$ cat src/rtl/line_buf_pkg.sv
// line_buf_pkg
//   Shared types and width helpers for the cascaded line-buffer address
//   generator.
//   - line_buf_state_e : frame FSM states (IDLE, PRELOAD, DRAIN, RUN)
//   - cnt_w()          : counter width for a modulus n, never below 1 bit
//   - col_w()          : per-buffer column counter width
//   - beat_w()         : frame beat counter width
//   - drain_w()        : drain wait counter width
package line_buf_pkg;

    typedef enum logic [1:0] {
        IDLE    = 2'd0,
        PRELOAD = 2'd1,
        DRAIN   = 2'd2,
        RUN     = 2'd3
    } line_buf_state_e;

    function automatic int cnt_w(input int n);
        return (n > 1) ? $clog2(n) : 1;
    endfunction

    function automatic int col_w(input int img_w);
        return cnt_w(img_w);
    endfunction

    function automatic int beat_w(input int img_w, input int img_h);
        return cnt_w(img_w * img_h);
    endfunction

    function automatic int drain_w(input int uram_lat, input int bram_lat,
                                   input int num_lines);
        return cnt_w(uram_lat + (num_lines - 1) * bram_lat);
    endfunction

endpackage

$ cat src/rtl/en_delay_line.sv
// en_delay_line
//   Single-bit shift register of DEPTH stages with asynchronous reset.
//   Ports:
//     clk - clock
//     rst - asynchronous, active-high reset (clears every stage)
//     d   - bit entering the first stage
//     q   - bit leaving the last stage, DEPTH cycles after d
module en_delay_line #(
    parameter int DEPTH = 1
) (
    input  logic clk,
    input  logic rst,
    input  logic d,
    output logic q
);

    logic [DEPTH-1:0] sr;

    generate
        if (DEPTH == 1) begin : g_one
            always_ff @(posedge clk or posedge rst) begin
                if (rst) sr <= '0;
                else     sr <= d;
            end
        end else begin : g_many
            always_ff @(posedge clk or posedge rst) begin
                if (rst) sr <= '0;
                else     sr <= {sr[DEPTH-2:0], d};
            end
        end
    endgenerate

    assign q = sr[DEPTH-1];

endmodule

$ cat src/rtl/line_buf_addr_gen.sv
// line_buf_addr_gen
//   Address / enable generator for a URAM -> BRAM0 -> ... -> BRAM(N-1)
//   cascaded row buffer. Preloads NUM_LINES rows from URAM, waits for the
//   cascade to drain, then emits one URAM beat per (delayed) step until the
//   frame's last beat, where it pulses frame_done and returns to IDLE.
//   Ports:
//     clk, rst      - clock, asynchronous active-high reset
//     start         - one-cycle pulse, begins a frame (IDLE only)
//     step          - advance one column (RUN only)
//     uram_rd_addr  - URAM read address, ADDR_STRIDE per beat
//     uram_rd_en    - URAM read enable
//     bram_addr     - buffer i address at slice i
//     bram_en       - buffer i read/write enable (read-first)
//     init_done     - preload finished and cascade drained
//     frame_done    - one-cycle pulse after the frame's last beat
//   Input protocol: start and step are single-cycle qualifiers with no
//   back-pressure; a step seen outside RUN and a start seen outside IDLE
//   are dropped, never queued.
module line_buf_addr_gen
    import line_buf_pkg::*;
#(
    parameter int IMG_W       = 4,
    parameter int IMG_H       = 8,
    parameter int NUM_LINES   = 3,
    parameter int ADDR_STRIDE = 16,
    parameter int URAM_A_W    = 23,
    parameter int BRAM_A_W    = 14,
    parameter int URAM_LAT    = 3,
    parameter int BRAM_LAT    = 2,
    parameter int STEP_REG    = 1
) (
    input  logic                          clk,
    input  logic                          rst,
    input  logic                          start,
    input  logic                          step,
    output logic [URAM_A_W-1:0]           uram_rd_addr,
    output logic                          uram_rd_en,
    output logic [NUM_LINES*BRAM_A_W-1:0] bram_addr,
    output logic [NUM_LINES-1:0]          bram_en,
    output logic                          init_done,
    output logic                          frame_done
);

    localparam int COL_W     = col_w(IMG_W);
    localparam int BEAT_W    = beat_w(IMG_W, IMG_H);
    localparam int DRAIN_W   = drain_w(URAM_LAT, BRAM_LAT, NUM_LINES);
    localparam int DRAIN_CYC = URAM_LAT + (NUM_LINES - 1) * BRAM_LAT;

    localparam logic [BEAT_W-1:0]   PRE_LAST    = BEAT_W'(NUM_LINES * IMG_W - 1);
    localparam logic [BEAT_W-1:0]   FRAME_LAST  = BEAT_W'(IMG_W * IMG_H - 1);
    localparam logic [DRAIN_W-1:0]  DRAIN_LAST  = DRAIN_W'(DRAIN_CYC - 1);
    localparam logic [COL_W-1:0]    COL_LAST    = COL_W'(IMG_W - 1);
    localparam logic [URAM_A_W-1:0] URAM_STRIDE = URAM_A_W'(ADDR_STRIDE);

    line_buf_state_e     state;
    logic                pre_en;
    logic [BEAT_W-1:0]   beat_cnt;
    logic [DRAIN_W-1:0]  drain_cnt;
    logic [URAM_A_W-1:0] uram_addr_q;
    logic                init_q;
    logic                frame_q;
    logic                step_q;
    logic                e_line [NUM_LINES];
    logic [COL_W-1:0]    col_cnt [NUM_LINES];

    // Steps are qualified on entry so nothing from PRELOAD/DRAIN reaches
    // the pipe, and again on exit so steps still in flight when the frame
    // ends are discarded.
    en_delay_line #(.DEPTH(STEP_REG)) u_step_reg (
        .clk (clk),
        .rst (rst),
        .d   (step & (state == RUN)),
        .q   (step_q)
    );

    assign uram_rd_en   = pre_en | (step_q & (state == RUN));
    assign uram_rd_addr = uram_addr_q;
    assign init_done    = init_q;
    assign frame_done   = frame_q;

    // Frame FSM. beat_cnt spans the whole frame, preload beats included,
    // so RUN simply continues counting where PRELOAD stopped.
    always_ff @(posedge clk or posedge rst) begin
        if (rst) begin
            state       <= IDLE;
            pre_en      <= 1'b0;
            beat_cnt    <= '0;
            drain_cnt   <= '0;
            uram_addr_q <= '0;
            init_q      <= 1'b0;
            frame_q     <= 1'b0;
        end else begin
            frame_q <= 1'b0;
            case (state)
                IDLE: begin
                    if (start) begin
                        state       <= PRELOAD;
                        pre_en      <= 1'b1;
                        beat_cnt    <= '0;
                        uram_addr_q <= '0;
                    end
                end
                PRELOAD: begin
                    uram_addr_q <= uram_addr_q + URAM_STRIDE;
                    beat_cnt    <= beat_cnt + BEAT_W'(1);
                    if (beat_cnt == PRE_LAST) begin
                        pre_en    <= 1'b0;
                        drain_cnt <= '0;
                        state     <= DRAIN;
                    end
                end
                DRAIN: begin
                    if (drain_cnt == DRAIN_LAST) begin
                        init_q <= 1'b1;
                        state  <= RUN;
                    end else begin
                        drain_cnt <= drain_cnt + DRAIN_W'(1);
                    end
                end
                RUN: begin
                    if (step_q) begin
                        if (beat_cnt == FRAME_LAST) begin
                            uram_addr_q <= '0;
                            beat_cnt    <= '0;
                            init_q      <= 1'b0;
                            frame_q     <= 1'b1;
                            state       <= IDLE;
                        end else begin
                            uram_addr_q <= uram_addr_q + URAM_STRIDE;
                            beat_cnt    <= beat_cnt + BEAT_W'(1);
                        end
                    end
                end
                default: state <= IDLE;
            endcase
        end
    end

    // Enable cascade: keeps shifting in every state so beats already issued
    // always land in their buffers.
    en_delay_line #(.DEPTH(URAM_LAT)) u_uram_lat (
        .clk (clk),
        .rst (rst),
        .d   (uram_rd_en),
        .q   (e_line[0])
    );

    for (genvar i = 1; i < NUM_LINES; i++) begin : g_cascade
        en_delay_line #(.DEPTH(BRAM_LAT)) u_bram_lat (
            .clk (clk),
            .rst (rst),
            .d   (e_line[i-1]),
            .q   (e_line[i])
        );
    end

    // Per-buffer column counters, one step per enabled cycle of that buffer.
    always_ff @(posedge clk or posedge rst) begin
        if (rst) begin
            for (int i = 0; i < NUM_LINES; i++) col_cnt[i] <= '0;
        end else begin
            for (int i = 0; i < NUM_LINES; i++) begin
                if (e_line[i]) begin
                    col_cnt[i] <= (col_cnt[i] == COL_LAST) ? '0 : col_cnt[i] + COL_W'(1);
                end
            end
        end
    end

    always_comb begin
        bram_en   = '0;
        bram_addr = '0;
        for (int i = 0; i < NUM_LINES; i++) begin
            bram_en[i] = e_line[i];
            bram_addr[i*BRAM_A_W +: BRAM_A_W] = BRAM_A_W'(32'(col_cnt[i]) * ADDR_STRIDE);
        end
    end

endmodule

$ cat config.mk
export PLATFORM = sky130hd
export DESIGN_NAME = line_buf_addr_gen
export DESIGN_NICKNAME = d
export VERILOG_FILES = /design/src/rtl/line_buf_pkg.sv /design/src/rtl/en_delay_line.sv /design/src/rtl/line_buf_addr_gen.sv
export SDC_FILE = /design/constraint.sdc
export NUM_CORES = 1
export LEC_CHECK = 0
export CORE_UTILIZATION = 30
export DETAILED_ROUTE_END_ITERATION = 10
export SLEW_MARGIN = 15
export SYNTH_ARGS = -nofsm -noshare
export SYNTH_HDL_FRONTEND = slang
export SYNTH_SLANG_ARGS = --single-unit
$ cat constraint.sdc
create_clock -name clk -period 2.6 [get_ports clk]
set_input_delay 0.52 -clock clk [delete_from_list [all_inputs] [get_ports clk]]
set_output_delay 0.52 -clock clk [all_outputs]
set_load 0.02 [all_outputs]
==> results of run 1 <==
worst max-delay path: cells and delay by family, from the launching register on:
family,cells,cell delay [ps]
AOI/OAI and AO/OA,2,750
DFF,1,410
and+or+nand+nor,3,720
adders and majority gates,2,470
where the power goes:
part	internal [uW]	switching, uW
clock	283	241
sequential	867	167
combinational	585	829
total	1730	1240
state kept, by name, summed over array words and instances (netlist names):
signal	count
uram_rd_addr	19
col_cnt	6
beat_cnt	5
g_cascade.u_bram_lat.sr	4
drain_cnt	3
u_uram_lat.sr	3
state	2
frame_done	1
init_done	1
pre_en	1
u_step_reg.q	1
cells in the mapped netlist (2+ instances only):
library cell / instances
a21oi_1: 15
nand2_1: 21
a22o_1: 2
nor4_1: 3
clkbuf_8: 2
or2b_2: 2
and3_1: 6
ha_1: 12
mux2i_1: 3
inv_1: 15
nor3_1: 6
nand2b_1: 5
dfrtp_1: 46
mux2_2: 5
or3_1: 6
nor2b_1: 2
o41ai_1: 2
and2_1: 2
buf_4: 44
nor2_1: 5
o211ai_1: 2
or3_2: 3
o21ai_0: 21
nand4_1: 6
a2111oi_0: 2
or4_1: 6
nand3_1: 17
clkbuf_1: 3
logic make-up (layout without fill, tap and decap cells):
| group | count (synthesis) | after routing | synth area share (%) |
|---|---|---|---|
| and+or+nand+nor | 95 | 95 | 20.3 |
| buffers and inverters | 65 | 63 | 15.6 |
| AOI/OAI and AO/OA | 58 | 58 | 13.5 |
| DFF | 46 | 46 | 41.8 |
| adders and majority gates | 12 | 12 | 5.46 |
| muxes | 8 | 8 | 3.14 |
| other | 1 | 40 | 0.136 |
per-stage QoR:
step                      cells  util, %  area (um2)
after floorplan             324        -        2900
after global placement      422     34.5        3040
after detailed placement    422     34.5        3040
after CTS                   430     35.8        3150
after global routing        430     35.8        3150
final                       430     35.8        3150
layer usage:
metal | vias to the layer above | share of wire (%) | GRT usage, %
met5 | - | 0 | 0
met4 | 0 | 0.85 | 4.55
met3 | 4 | 4.3 | 2.36
met2 | 60 | 50 | 19.9
met1 | 979 | 45 | 15.1
li1 | 1007 | - | -
layout make-up:
| type | instances | area share [%] |
|---|---|---|
| Multi-Input combinational cell | 213 | 41.8 |
| Inverter | 16 | 1.91 |
| Clock inverter | 3 | 1.27 |
| Clock buffer | 5 | 2.18 |
| Tap cell | 108 | 4.29 |
| Sequential cell | 46 | 36.5 |
| Timing Repair Buffer | 39 | 12.0 |
worst max-delay path by stage:
| stage | from | end | slack (ps) | cells past startpoint |
|---|---|---|---|---|
| 4_1_cts | beat_cnt[0] | uram_rd_addr[18] | 190 | 7 |
| 3_5_place_dp | beat_cnt[0] | uram_rd_addr[18] | 210 | 7 |
| 3_3_place_gp | beat_cnt[0] | uram_rd_addr[18] | 300 | 7 |
| 5_1_grt | beat_cnt[0] | beat_cnt[2] | 20 | 7 |
| 2_1_floorplan | beat_cnt[0] | uram_rd_addr[8] | 430 | 8 |
| 6_report | beat_cnt[0] | uram_rd_addr[18] | 200 | 7 |
==> reports/results.ini, run 1 <==
[timing]
worst_pin_slew_ps = 676
fin_ws_ps = 199
min_period_ps = 2400
setup_viol = 0
clock_skew_ps = 5.45
relSlewSlack_pct = 53.8
finalHoldViolations = 0
drv_slew = 0
min_period_over_period_pct = 92.3
rsz0062_at_grt = false
tns_ps = 0
fmax_ghz = 0.416
fin_hold_ws_ps = 356

[setup_path]
arrival_ps = 2640
slowest_delay_ps = 660
path_max_fanout = 7
r2r_setup_slack_ps = 200
worstPathCellList = ha_1 -> and3_1 -> ha_1 -> nand2b_1 -> a2111oi_2 -> and3_1 -> a211o_1
cp_data_required_time_ps = 2840
end_kind = flop
start_kind = flop
reg2reg_depth = 7
r2r-end = uram_rd_addr[18]
slowest_stage = a2111oi_2
critical_path_class = flop to flop
reg2reg_from = beat_cnt[0]

[placement]
hpwl_mm = 3.94
dpl_worst_slack_ps = 215
place_congestion = 0.794
io_buffers = 34

[final_layout]
final_cell_mix = dfrtp_1, conb_1, clkdlybuf4s50_1, nand2_1, o21ai_0
final-seq-area_um2 = 1150
fill_cells = 877
finalNetCount = 337
diodes = 0
final_common_cell = dfrtp_1
area_growth_pct = 14.5
multi_input_area_um2 = 1320
drive_gt1_share_pct = 9.01

[detailed_routing]
wl_per_cell_um = 12.6
first_iter_violations = 95
vias_per_cell = 4.77
drt_wl_total_mm = 5.40
detail_route.first_pass.iterations = 9
route.detailed.drc = 12
antenna_left = 0
vias = 2050

[grt]
grt_pass1_vias = 1901
grt_max_degree = 47
grt_pass1_wl_mm = 9.18
antenna_found_initial = 0
grt_overflow = 0
track_usage_pct = 11.8

[yosys]
ys.flop_type = dfrtp_1
netlist_area_um2 = 2750
seq_area_frac_synth_pct = 41.8
yosys-top-cells-area = dfrtp_1, buf_4, ha_1, o21ai_0, nand3_1
ys_ff_latch = 46
synth_top_area_share_pct = 41.8
ys_types = 49
yosys_warnings = 0
synth_edf_count = 0
yosys.area.top_type = dfrtp_1
ys_async_sr_fraction_pct = 100
syn_avg_cell_area_um2 = 9.65
syn_inst = 285

[clock_network]
cts_tree = done
cts_resized = 0
clkTransAtPathRegs_ps = 90
insertion_delay_ps = 290
htreeDepth = 2
clock_sinks = 46
post_cts_buffers = 0
cts_buffers = 5
cts_root_buffer = clkbuf_8
cts_hold_buf = 0
cts_max_path_buffers = 2

[power]
power_density_nw_per_um2 = 943
peakVddDrop_mv = 0.268
fin_total_pwr_uw = 2970
power_leakage_uw = 0.00136

[floorplan]
coreArea_um2 = 8810
fp-row-count = 34
io_pins = 75
initial_utilization_pct = 31.2
die_w_um = 97.8
die_area_um2 = 9560
die_h_um = 97.8

[job]
max_cap_viol_count = 0

[hold_path]
min_from = u_uram_lat.sr[0]
min-delay-path-class = flop to flop
hold_path_end = u_uram_lat.sr[1]
hold_path_depth = 0

[run_status]
violations = design-rule violations
status = finished, violations left

Power figures use the tool's default switching activity.
==> run 2: changes to the inputs <==
--- a/config.mk
+++ b/config.mk
@@ -5,9 +5,11 @@
 export SDC_FILE = /design/constraint.sdc
 export NUM_CORES = 1
 export LEC_CHECK = 0
+export CAP_MARGIN = 20
 export CORE_UTILIZATION = 30
 export DETAILED_ROUTE_END_ITERATION = 10
 export SLEW_MARGIN = 15
 export SYNTH_ARGS = -nofsm -noshare
 export SYNTH_HDL_FRONTEND = slang
 export SYNTH_SLANG_ARGS = --single-unit
+export TNS_END_PERCENT = 100
==> results of run 2 <==
The final DEF is identical to that of run 1; final timing and power are the same.
==> run 3: changes to the inputs <==
--- a/config.mk
+++ b/config.mk
@@ -8,6 +8,7 @@
 export CAP_MARGIN = 20
 export CORE_UTILIZATION = 30
 export DETAILED_ROUTE_END_ITERATION = 10
+export SETUP_SLACK_MARGIN = 0.3
 export SLEW_MARGIN = 15
 export SYNTH_ARGS = -nofsm -noshare
 export SYNTH_HDL_FRONTEND = slang
==> run 3 against run 2 <==
The flow still finishes with violations (design-rule violations). Critical endpoint is now uram_rd_addr[14]. Flip-flop and latch count unchanged. Cell count increased by 0.47%. Combinational power increased by 6%. Largest cell class unchanged. Sequential share of layout area decreased by 0.50 points. Utilization increased by 0.50 points. Critical path depth increased by 1. Power increased by 3.1%. First-iteration DRC count increased by 4.2%. Fmax increased by 9.9%. Clock power about the same.
==> reports/results.ini, run 3 (same netlist as run 1, synthesis figures left out) <==
[detailed_routing]
vias = 2065
drt_wl_total_mm = 5.52
first_iter_violations = 99
wl_per_cell_um = 12.8
vias_per_cell = 4.78
detail_route.first_pass.iterations = 7
route.detailed.drc = 12
antenna_left = 0

[clock_network]
cts_tree = done
cts_hold_buf = 0
cts_root_buffer = clkbuf_8
clock_sinks = 46
htreeDepth = 2
insertion_delay_ps = 300
cts_buffers = 5
cts_max_path_buffers = 2
clkTransAtPathRegs_ps = 90

[floorplan]
io_pins = 75
coreArea_um2 = 8810
initial_utilization_pct = 31.2
die_area_um2 = 9560
die_w_um = 97.8
fp-row-count = 34
die_h_um = 97.8

[timing]
fmax_ghz = 0.458
min_period_over_period_pct = 84.0
tns_ps = 0
drv_slew = 0
finalHoldViolations = 0
worst_pin_slew_ps = 577
min_period_ps = 2190
fin_hold_ws_ps = 355
clock_skew_ps = 6.10
relSlewSlack_pct = 61.5
setup_viol = 0
rsz0062_at_grt = true

[placement]
hpwl_mm = 3.94
place_inst = 422
io_buffers = 34
place_congestion = 0.794

[final_layout]
final_common_cell = dfrtp_1
diodes = 0
final_cell_mix = dfrtp_1, conb_1, clkdlybuf4s50_1, o21ai_0, nand2_1
final_cells = 432
drive_gt1_share_pct = 10.8
largest_reg_flops = 19
finalNetCount = 339
area_growth_pct = 16.1

[grt]
antenna_found_initial = 0
grt_overflow = 0
grt_pass1_vias = 1916
met1_usage_pct = 15.0
met3_usage_pct = 2.43
grt_pass1_wl_mm = 9.20
grt_max_degree = 47
top_usage_layer = met2
track_usage_pct = 11.9
grt_use_met2_pct = 20.0

[setup_path]
cp_data_required_time_ps = 2840
reg2reg_depth = 8
critical_path_class = flop to flop
slowest_stage = or4_1
path_max_fanout = 16
reg2reg_from = beat_cnt[0]
arrival_ps = 2430
r2r-end = uram_rd_addr[14]
r2r_setup_slack_ps = 410
slowest_delay_ps = 510
start_kind = flop
worstPathCellList = ha_2 -> and3_1 -> ha_1 -> and2b_2 -> o2111ai_1 -> buf_6 -> or4_1 -> nand3_1
end_kind = flop

[power]
peakVddDrop_mv = 0.273
power_density_nw_per_um2 = 959
power_leakage_uw = 0.00137

[run_status]
violations = design-rule violations
status = finished, violations left

[hold_path]
hold_path_end = u_uram_lat.sr[1]
min-delay-path-class = flop to flop
min_from = u_uram_lat.sr[0]
hold_path_depth = 0

[job]
max_cap_viol_count = 0

run 3: critical path, delay by kind of cell (launching register included):
kind	cells	cell delay, ps
AO/OA/AOI/OAI	1	120
AND/OR/NAND/NOR	4	1010
flip-flops	1	400
adder cells (fa/ha/maj)	2	420
buffers and inverters	1	190
run 3: worst max-delay path by stage:
stage,from,end,slack (ps)
after detailed placement,beat_cnt[0],uram_rd_addr[18],210
after global routing,beat_cnt[0],uram_rd_addr[14],300
final,beat_cnt[0],uram_rd_addr[14],410
after CTS,beat_cnt[0],uram_rd_addr[14],310
after global placement,beat_cnt[0],uram_rd_addr[18],300
after floorplan,beat_cnt[0],uram_rd_addr[8],430
run 3: stage by stage:
stage	util, %	worst slack (ps)	total power [uW]	area, um2
floorplan	-	425	2070	2900
global placement	34.5	295	2440	3040
detailed placement	34.5	215	2480	3040
CTS	35.9	311	3040	3170
global route	36.3	301	3310	3190
finish	36.3	415	3060	3190
run 3: layer usage:
metal,vias to the layer above,part of all wire [%]
li1,1011,-
met1,995,44
met2,55,51
met3,4,4.0
met4,0,0.83
met5,-,0
run 3: power breakdown:
part           leakage [uW]  switching (uW)  internal, uW
clock             0.0000579             244           283
sequential         0.000570             168           867
combinational      0.000740             868           634
total               0.00137            1280          1780
run 3: area by class of cell:
type | instances | area [um2]
clock buffer | 5 | 68.8
clock inverter | 3 | 40.0
multi-input combinational | 213 | 1340
sequential | 46 | 1150
fill | 882 | 5610
inverter | 16 | 60.1
tap | 108 | 135
timing repair buffer | 41 | 395
run 3: repair_timing:
item                                    in CTS  in global routing
pin swaps                                    0                  1
resized for setup                            4                  4
endpoints found under the setup margin       6                 17
buffers inserted                             0                  2
